<file path="config.mk">
export PLATFORM = sky130hd
export DESIGN_NAME = slot_spi_controller
export DESIGN_NICKNAME = d
export VERILOG_FILES = /design/src/rtl/slot_spi_controller.sv
export SDC_FILE = /design/constraint.sdc
export NUM_CORES = 1
export LEC_CHECK = 0
export CORE_UTILIZATION = 56
export DETAILED_ROUTE_END_ITERATION = 7
export PLACE_DENSITY_LB_ADDON = 0.05
export SLEW_MARGIN = 20
export SYNTH_ARGS = -nofsm -noshare
export SYNTH_HDL_FRONTEND = slang
export SYNTH_SLANG_ARGS = --single-unit
</file>
<file path="constraint.sdc">
create_clock -name clk -period 2.6 [get_ports clk]
set_input_delay 0.78 -clock clk [delete_from_list [all_inputs] [get_ports clk]]
set_output_delay 0.78 -clock clk [all_outputs]
set_load 0.02 [all_outputs]
</file>
<file path="src/rtl/slot_spi_controller.sv">
// slot_spi_controller
//
// Runs converter register accesses on the slot SPI pins. The block takes one command at a
// time from the FX2 command decoder and sends it as a 16-bit mode-0 frame, MSB first:
// {rw, addr[6:0], data}. The frame goes to either the DAC bus or the ADC bus. For a read,
// the last 8 bits sampled on rising mclk are returned on the response port. Only the
// targeted bus toggles. The other bus stays at cs=1, mclk=0, mdi=0.
//
// Frame phases, each CLK_DIV clk cycles long:
//   setup, then 16 x (mclk low, mclk high), then hold, then gap.
//   This gives 35*CLK_DIV cycles from accept back to idle.
//
// Ports:
//   clk, reset             system clock; synchronous active-high reset
//   cmd_in_id              [15] read, [14] target (1 = ADC), [6:0] register address
//   cmd_in_data            write data (ignored for reads)
//   cmd_valid, cmd_ready   command strobe / accept window
//   resp_data, resp_valid  readback byte and its flag; resp_read clears the flag
//   cmd_drop_count         saturating count of strobes seen while not ready
//   spi_{adc,dac}_cs       active-low chip selects
//   spi_{adc,dac}_mclk     SPI clocks
//   spi_{adc,dac}_mdi      controller-to-converter data
//   spi_{adc,dac}_mdo      converter-to-controller data
//
// Build option:
//   SPI_LOOPBACK_EN  When defined, received bits come from the controller's own mdi of the
//                    targeted bus, and the mdo pins are not used. Pin timing does not change.

module slot_spi_controller #(
  parameter int unsigned CLK_DIV    = 8,
  parameter int unsigned FRAME_BITS = 16
) (
  input  logic        clk,
  input  logic        reset,
  input  logic [15:0] cmd_in_id,
  input  logic [7:0]  cmd_in_data,
  input  logic        cmd_valid,
  output logic        cmd_ready,
  output logic [7:0]  resp_data,
  output logic        resp_valid,
  input  logic        resp_read,
  output logic [7:0]  cmd_drop_count,
  output logic        spi_adc_cs,
  output logic        spi_adc_mclk,
  output logic        spi_adc_mdi,
  input  logic        spi_adc_mdo,
  output logic        spi_dac_cs,
  output logic        spi_dac_mclk,
  output logic        spi_dac_mdi,
  input  logic        spi_dac_mdo
);

  typedef enum logic [2:0] {StIdle, StSetup, StShift, StHold, StGap} state_e;

  localparam logic [7:0] DivLast = 8'(CLK_DIV - 1);
  localparam logic [3:0] BitLast = 4'(FRAME_BITS - 1);

  state_e      state_q, state_d;
  logic [7:0]  div_q, div_d;
  logic [3:0]  bit_q, bit_d;
  // tx_q[15] is the bit currently on mdi. It shifts left as each bit's high phase ends,
  // so the register is all zero once the frame is done.
  logic [15:0] tx_q, tx_d;
  logic [7:0]  rx_q, rx_d;
  logic        rw_q, rw_d;
  logic        target_q, target_d;
  logic        cs_q, cs_d;
  logic        mclk_q, mclk_d;
  logic [7:0]  resp_data_q, resp_data_d;
  logic        resp_valid_q, resp_valid_d;
  logic [7:0]  drop_q, drop_d;

  logic        phase_end;
  logic        sample_bit;

`ifdef SPI_LOOPBACK_EN
  logic unused_mdo;
  assign unused_mdo = spi_adc_mdo ^ spi_dac_mdo;
  assign sample_bit = tx_q[15];
`else
  assign sample_bit = target_q ? spi_adc_mdo : spi_dac_mdo;
`endif

  assign phase_end = (div_q == DivLast);
  assign cmd_ready = (state_q == StIdle) && !resp_valid_q;

  always_comb begin
    state_d      = state_q;
    div_d        = div_q;
    bit_d        = bit_q;
    tx_d         = tx_q;
    rx_d         = rx_q;
    rw_d         = rw_q;
    target_d     = target_q;
    cs_d         = cs_q;
    mclk_d       = mclk_q;
    resp_data_d  = resp_data_q;
    resp_valid_d = resp_valid_q;
    drop_d       = drop_q;

    if (cmd_valid && !cmd_ready && (drop_q != 8'hFF)) begin
      drop_d = drop_q + 8'd1;
    end

    if (resp_read && resp_valid_q) begin
      resp_valid_d = 1'b0;
    end

    unique case (state_q)
      StIdle: begin
        if (cmd_valid && cmd_ready) begin
          state_d  = StSetup;
          div_d    = 8'd0;
          bit_d    = 4'd0;
          rw_d     = cmd_in_id[15];
          target_d = cmd_in_id[14];
          tx_d     = {cmd_in_id[15], cmd_in_id[6:0], cmd_in_id[15] ? 8'h00 : cmd_in_data};
          cs_d     = 1'b0;
          mclk_d   = 1'b0;
        end
      end

      StSetup: begin
        if (phase_end) begin
          div_d   = 8'd0;
          state_d = StShift;
        end else begin
          div_d = div_q + 8'd1;
        end
      end

      StShift: begin
        if (phase_end) begin
          div_d = 8'd0;
          if (!mclk_q) begin
            // Rising mclk: capture the incoming bit on the same edge.
            mclk_d = 1'b1;
            rx_d   = {rx_q[6:0], sample_bit};
          end else begin
            // Falling mclk: present the next bit.
            mclk_d = 1'b0;
            tx_d   = {tx_q[14:0], 1'b0};
            if (bit_q == BitLast) begin
              state_d = StHold;
            end else begin
              bit_d = bit_q + 4'd1;
            end
          end
        end else begin
          div_d = div_q + 8'd1;
        end
      end

      StHold: begin
        if (phase_end) begin
          div_d   = 8'd0;
          state_d = StGap;
          cs_d    = 1'b1;
          if (rw_q) begin
            resp_data_d  = rx_q;
            resp_valid_d = 1'b1;
          end
        end else begin
          div_d = div_q + 8'd1;
        end
      end

      StGap: begin
        if (phase_end) begin
          div_d   = 8'd0;
          state_d = StIdle;
        end else begin
          div_d = div_q + 8'd1;
        end
      end

      default: state_d = StIdle;
    endcase
  end

  always_ff @(posedge clk) begin
    if (reset) begin
      state_q      <= StIdle;
      div_q        <= 8'd0;
      bit_q        <= 4'd0;
      tx_q         <= 16'h0000;
      rx_q         <= 8'h00;
      rw_q         <= 1'b0;
      target_q     <= 1'b0;
      cs_q         <= 1'b1;
      mclk_q       <= 1'b0;
      resp_data_q  <= 8'h00;
      resp_valid_q <= 1'b0;
      drop_q       <= 8'h00;
    end else begin
      state_q      <= state_d;
      div_q        <= div_d;
      bit_q        <= bit_d;
      tx_q         <= tx_d;
      rx_q         <= rx_d;
      rw_q         <= rw_d;
      target_q     <= target_d;
      cs_q         <= cs_d;
      mclk_q       <= mclk_d;
      resp_data_q  <= resp_data_d;
      resp_valid_q <= resp_valid_d;
      drop_q       <= drop_d;
    end
  end

  assign resp_data      = resp_data_q;
  assign resp_valid     = resp_valid_q;
  assign cmd_drop_count = drop_q;

  // The idle bus is forced to cs=1, mclk=0, mdi=0.
  assign spi_adc_cs   = target_q ? cs_q : 1'b1;
  assign spi_adc_mclk = target_q & mclk_q;
  assign spi_adc_mdi  = target_q & tx_q[15];
  assign spi_dac_cs   = target_q ? 1'b1 : cs_q;
  assign spi_dac_mclk = !target_q & mclk_q;
  assign spi_dac_mdi  = !target_q & tx_q[15];

endmodule

</file>
==> metrics.cfg, run 1 <==
[sta]
finalSetupViolCount=0
totalNegativeSetupSlack_ns=0
number_of_max_slew_violations_in_the_final_report=0
worst_slew_pin_slew_ns=0.683
timing.final.hold_violations=0
final_period_minus_worst_setup_slack_ns=2.47
fin_crit_sh_pct=95.2
unrepaired_setup_endpoints_after_global_routing=no
post_route_clock_skew_ns=0.00839
highest_achievable_clock_rate_mhz=404
timing.slew.headroom_pct=53.9

[synthesis]
sequential_cell_area_fraction_in_the_yosys_report_pct=41.4
synth.distinct_cells=52
synth.avg_cell_area_um2=9.09
synth_xor_xnor_area_share_pct=1.81
post-synth-top-count-cell=dfxtp_1
ys_seq_elements=60
leading_register_cell_type_out_of_synthesis=dfxtp_1
yosys.area_share.adder_pct=1.29
synth_fp_nets=352
synthesized_area_fraction_occupied_by_ao_oa_aoi_and_oai_cells_pct=20.8
synth_area_leader_cell=dfxtp_1
synthesis.area_um2=2900
mux_cell_area_share_after_synthesis_pct=8.97
synth_top_cells_by_area=dfxtp_1, mux2i_1, a21oi_1, a211oi_1, nor2_1
async_reset_ff_share_pct=0
yosys.area.top_type_share_pct=41.4
synth_common_cells=dfxtp_1, a21oi_1, nor2_1
dominant_combinational_cell_family_by_area_after_synthesis=simple AND/OR/NAND/NOR gates
synthSimpleGateAreaFrac_pct=20.8
number_of_flops_mapped_to_enable_cells_by_yosys=0
synthCells=319
yosysWarningCount=0

[cts]
tritoncts=yes
cts-buffers-inserted=9
worst_setup_hold_path_clk_slew_ns=0.07
clock_latency_ns=0.35
cts_buffer_depth=2
htree_num_levels=3
cts.sink_count=60
ctsRootBufferMaster=clkbuf_8

[power_and_ir_drop]
total_leakage_power_nw=1.25
vdd_drop_max_mv=0.412
pwr_cell_area_nw_per_um2=566

[critical_path]
critical_path_class=register to output pin
highest_fanout_seen_on_the_critical_path=10
crit_path_start_kind=register
worst_ep_required_time_ns=1.82
end_kind=output pin
worst_ep_arrival_time_ns=1.69

[final_layout]
layout-drive-gt1-share_pct=11.3
final_util_pct=75.2
layout-area-overhead-vs-synth_pct=25.7
filler_cell_count=373
n_antenna_cell=0
design.final.nets=399
final_design_area_no_fill_um2=3640

[floorplanning]
floorplan.initialDensity_pct=59.8
die_h_um=74.0
core.rowCount=25
placeableCoreArea_um2=4850
ios=54
die_x_um=74.0
die_area_um2=5470

[min_path]
hold_class=register to register

[drt]
first_pass_iteration_count_of_the_detailed_router=4
post_drt_via_cell_ratio=5.80
wl_um=6460
route.detailed.wl_per_inst_um=14.8
via_count=2542
first_iter_violations=113
drt_drc_violations_left=0
final_antenna_net_count=0

[global_routing]
grt_antenna_before_repair=0
globalRouteTotalUtil_pct=24.4
first_pass_grt_wire_length_um=10100
grt_overflow_total=0
via_count_of_the_first_global_routing_pass=2254
pin_count_of_the_biggest_net_entering_global_routing=40

[place]
hpwlAfterDp_um=4300
place.gp.congestion=0.855
placed_inst_area_um2=3430
placement.io_buffers=46

[outcome]
status=finished, final reports clean

[flow_run]
max_cap_violations=0

[cell usage in the layout (no fill, tap or decap), types with 3 or more instances in the layout]
master,count
xnor2_1,5
a21oi_1,40
a31oi_1,3
nor2_1,30
mux2i_1,26
nand2b_1,3
dfxtp_1,60
and2_1,5
o31ai_1,4
o21ai_0,4
nor3b_1,8
nand2_1,13
nor3_1,5
and3_1,3
a211oi_1,22
nor2b_1,4
clkdlybuf4s50_1,44
a211oi_2,3
buf_4,12
o21ai_1,3
or4_1,4
inv_1,4
clkbuf_8,9
nand3_1,12
ha_1,3
[cell type report]
type | count | area (um2) | share of cell area (%)
clock inverters | 6 | 88.8 | 2.44
clock buffers | 10 | 128 | 3.50
flip-flops and latches | 60 | 1200 | 33.0
repair buffers | 59 | 568 | 15.6
inverters | 4 | 15.0 | 0.412
multi-input cells | 232 | 1560 | 42.8
well taps | 67 | 83.8 | 2.30
[repair_timing]
action / in CTS / in global routing
resized for setup: 0 / 1
hold endpoints to repair: 0 / 0
buffers inserted: 0 / 0
setup endpoints to repair: 0 / 1
hold buffers: 0 / 0
[cells by family after synthesis]
group           Yosys count
compound gates           92
xor+xnor                  6
fa+ha+maj                 3
buf+inv                  27
flops                    60
mux                      26
simple gates            105
[where the power goes]
group | switching, W | internal [W] | leakage, nW
clock network | 0.000373 | 0.000539 | 0.102
logic | 0.0000936 | 0.0000904 | 0.658
registers | 0.0000188 | 0.000947 | 0.488
[sequential cells by signal, indices dropped and copies added, names as in the netlist]
name	count
bit_q	4
cmd_drop_count	8
cs_q	1
div_q	8
mclk_q	1
resp_data	8
resp_valid	1
rw_q	1
rx_q	8
state_q	3
target_q	1
tx_q	16
[metrics by stage]
step | setup slack, ns | hold WS [ns] | total power [W] | cells
after floorplan | 0.684 | 0.432 | 0.00109 | 319
after global placement | 0.0356 | 0.443 | 0.00116 | 422
after detailed placement | 0.0180 | 0.450 | 0.00117 | 422
after CTS | 0.0137 | 0.453 | 0.00207 | 438
after global routing | 0.0456 | 0.487 | 0.00213 | 438
final | 0.126 | 0.449 | 0.00206 | 438
[per-layer routing]
| layer | vias to the layer above | GRT usage [%] | share of wire, % |
|---|---|---|---|
| met2 | 56 | 39.0 | 46 |
| met4 | 0 | 8.76 | 1.5 |
| li1 | 1264 | - | - |
| met1 | 1211 | 29.7 | 47 |
| met5 | - | 0 | 0 |
| met3 | 11 | 9.76 | 4.9 |
[worst max-delay path, cell delays in order, from the launching register on]
cell	delay, ns
dfxtp_1	0.56
nor2b_1	0.19
clkdlybuf4s50_1	0.61
[final timing paths]
check	cells past startpoint	slack [ns]	start	to
setup / recovery	2	0.13	mclk_q	spi_dac_mclk
hold / removal	2	0.45	rw_q	rw_q
setup reg to reg	5	0.50	div_q[0]	tx_q[11]
hold reg to reg	2	0.45	rw_q	rw_q
No activity file was read; power rests on OpenSTA's default activity.
==> inputs of run 2 (changes only) <==
Settings changed: CORE_UTILIZATION 56 to 47.
Clock period 2.6 ns to 2.2 ns, I/O delays scaled along.
==> run 2 against run 1 <==
  * Global-route usage decreased by 3.1 points
  * Combinational power up 22%
  * Count of clock-buffer cells in the layout unchanged
  * Sequential share of layout area decreased by 0.40 points
  * Clock power grew 14%
  * Final area rose by 1.3%
  * Sequential power is 18% higher
  * Clock skew barely moved
  * Cell count up 3.2%
  * Routed wire length is 2.0% lower
  * Critical endpoint unchanged
  * Largest power group unchanged
==> metrics.cfg, run 2 (synthesized netlist as in run 1, its figures left out) <==
[min_path]
hold_class=register to register  ; unchanged
hold-path-cell-count=2  ; unchanged
hold_start=rw_q  ; unchanged

[sta]
worst_slew_pin_slew_ns=0.767  ; was 0.683 ns
finalSetupViolCount=0  ; unchanged
worst_hold_slack_ns=0.457  ; was 0.449 ns
final_period_minus_worst_setup_slack_ns=2.12
fin_crit_sh_pct=96.3
timing.final.hold_violations=0  ; unchanged
highest_achievable_clock_rate_mhz=472
totalNegativeSetupSlack_ns=0  ; unchanged
unrepaired_setup_endpoints_after_global_routing=no  ; unchanged
number_of_max_slew_violations_in_the_final_report=0  ; unchanged
post_route_clock_skew_ns=0.00869  ; was 0.00839 ns
timing.slew.headroom_pct=48.2  ; was 53.9%

[drt]
post_drt_via_cell_ratio=5.61  ; was 5.80
via_count=2534  ; was 2542
wl_um=6330  ; was 6460 um
drt_drc_violations_left=0  ; unchanged
final_antenna_net_count=0  ; unchanged
first_pass_iteration_count_of_the_detailed_router=6  ; was 4
route.detailed.wl_per_inst_um=14.0  ; was 14.8 um
first_iter_violations=133  ; was 113

[outcome]
status=finished, final reports clean  ; unchanged

[global_routing]
pin_count_of_the_biggest_net_entering_global_routing=23  ; was 40
grt_overflow_total=0  ; unchanged
globalRouteTotalUtil_pct=21.3  ; was 24.4%
grt_antenna_before_repair=0  ; unchanged
via_count_of_the_first_global_routing_pass=2301  ; was 2254
first_pass_grt_wire_length_um=10500  ; was 10100 um

[place]
hpwlAfterDp_um=4390  ; was 4300 um
placement.io_buffers=46  ; unchanged
placed_inst_area_um2=3490  ; was 3430 um2
place.gp.congestion=0.815  ; was 0.855

[final_layout]
n_antenna_cell=0  ; unchanged
largest_register_ffs=16  ; unchanged
final_design_area_no_fill_um2=3690  ; was 3640 um2
layout_common_cells=dfxtp_1, clkdlybuf4s50_1, a21oi_1  ; unchanged
design.final.nets=406  ; was 399
filler_cell_count=528  ; was 373
final_util_pct=62.4  ; was 75.2%
layout.cells.most_common=dfxtp_1  ; unchanged
registers.top_by_ff_count=tx_q  ; unchanged
layout-area-overhead-vs-synth_pct=27.4  ; was 25.7%
layout-drive-gt1-share_pct=13.3  ; was 11.3%

[floorplanning]
ios=54  ; unchanged
floorplan.initialDensity_pct=49.0  ; was 59.8%
die_x_um=80.6  ; was 74.0 um
placeableCoreArea_um2=5920  ; was 4850 um2
die_h_um=80.6  ; was 74.0 um
die_area_um2=6490  ; was 5470 um2
core.rowCount=28  ; was 25

[critical_path]
cp_slowest_cell=clkdlybuf4s50_1  ; unchanged
slowest_delay_ns=0.62  ; was 0.61 ns
critPathTopFamily=buffers and inverters  ; unchanged
r2r_path_start=div_q[0]  ; unchanged
setup.reg_to_reg.worst_slack_ns=0.31  ; was 0.50 ns
crit_chain=nor2b_1 > clkdlybuf4s50_1  ; unchanged
setup.worst_path.start=target_q  ; was mclk_q
crit_path_start_kind=register  ; unchanged
cp_num_cells=2  ; unchanged
critical_path_class=register to output pin  ; unchanged
highest_fanout_seen_on_the_critical_path=8  ; was 10
worstPathBufferInverterCount=1  ; unchanged
worst_ep_arrival_time_ns=1.46  ; was 1.69 ns
worst_ep_required_time_ns=1.54  ; was 1.82 ns
worst_r2r_path_depth=6  ; was 5
end_kind=output pin  ; unchanged

[power_and_ir_drop]
pwr_cell_area_nw_per_um2=651  ; was 566 nW/um2
vdd_drop_max_mv=0.612  ; was 0.412 mV
finalPower_w=0.00241  ; was 0.00206 W
total_leakage_power_nw=1.31  ; was 1.25 nW

[cts]
cts.sink_count=60  ; unchanged
worst_setup_hold_path_clk_slew_ns=0.07  ; about the same
cts_hold_buf=0  ; unchanged
htree_num_levels=3  ; unchanged
cts_buffer_depth=2  ; unchanged
ctsRootBufferMaster=clkbuf_8  ; unchanged
tritoncts=yes  ; unchanged
clock_latency_ns=0.33  ; was 0.35 ns
cts-buffers-inserted=9  ; unchanged

[flow_run]
max_cap_violations=0  ; unchanged

run 2: worst min-delay path: cells and delay by family (launching register included):
| kind | cells | cell delay, ns |
|---|---|---|
| AOI/OAI and AO/OA | 1 | 0.05 |
| DFF | 1 | 0.31 |
| and+or+nand+nor | 1 | 0.05 |
run 2: what timing repair did:
| action | CTS | global route |
|---|---|---|
| setup buffers | 0 | 0 |
| pin swaps | 0 | 0 |
| gates cloned | 0 | 0 |
| resized for setup | 3 | 4 |
| setup endpoints to repair | 4 | 3 |
run 2: report_power, final:
part	internal, W	switching [W]	total [W]	leakage, nW
Sequential	0.00112	0.0000211	0.00114	0.488
Clock	0.000628	0.000414	0.00104	0.102
Combinational	0.000114	0.000110	0.000225	0.717
run 2: per-stage QoR:
step | setup slack, ns | std cells
after CTS | 0.00674 | 452
after floorplan | 0.404 | 319
after detailed placement | -0.123 | 437
final | 0.0825 | 452
after global placement | -0.0448 | 437
after global routing | 0.00621 | 452
run 2: area by class of cell:
cell class	instances	area [um2]	area share, %
clock buffer	10	128	3.46
clock inverter	5	77.6	2.10
inverter	4	15.0	0.407
multi-input combinational	232	1560	42.2
sequential	60	1200	32.6
tap	75	93.8	2.54
timing repair buffer	66	617	16.7
run 2: worst paths after layout:
| kind | to |
|---|---|
| max reg2reg | div_q[3] |
| max | spi_dac_mclk |
| min | rw_q |
| min reg2reg | rw_q |
run 2: per-layer routing:
| metal | up-vias | part of all wire [%] | track usage, % | wire length (um) |
|---|---|---|---|---|
| met5 | - | 0 | 0 | 0 |
| met4 | 0 | 1.2 | 6.43 | 76 |
| met3 | 6 | 4.7 | 6.25 | 299 |
| met2 | 47 | 46 | 33.6 | 2920 |
| met1 | 1200 | 48 | 27.8 | 3030 |
| li1 | 1281 | - | - | - |
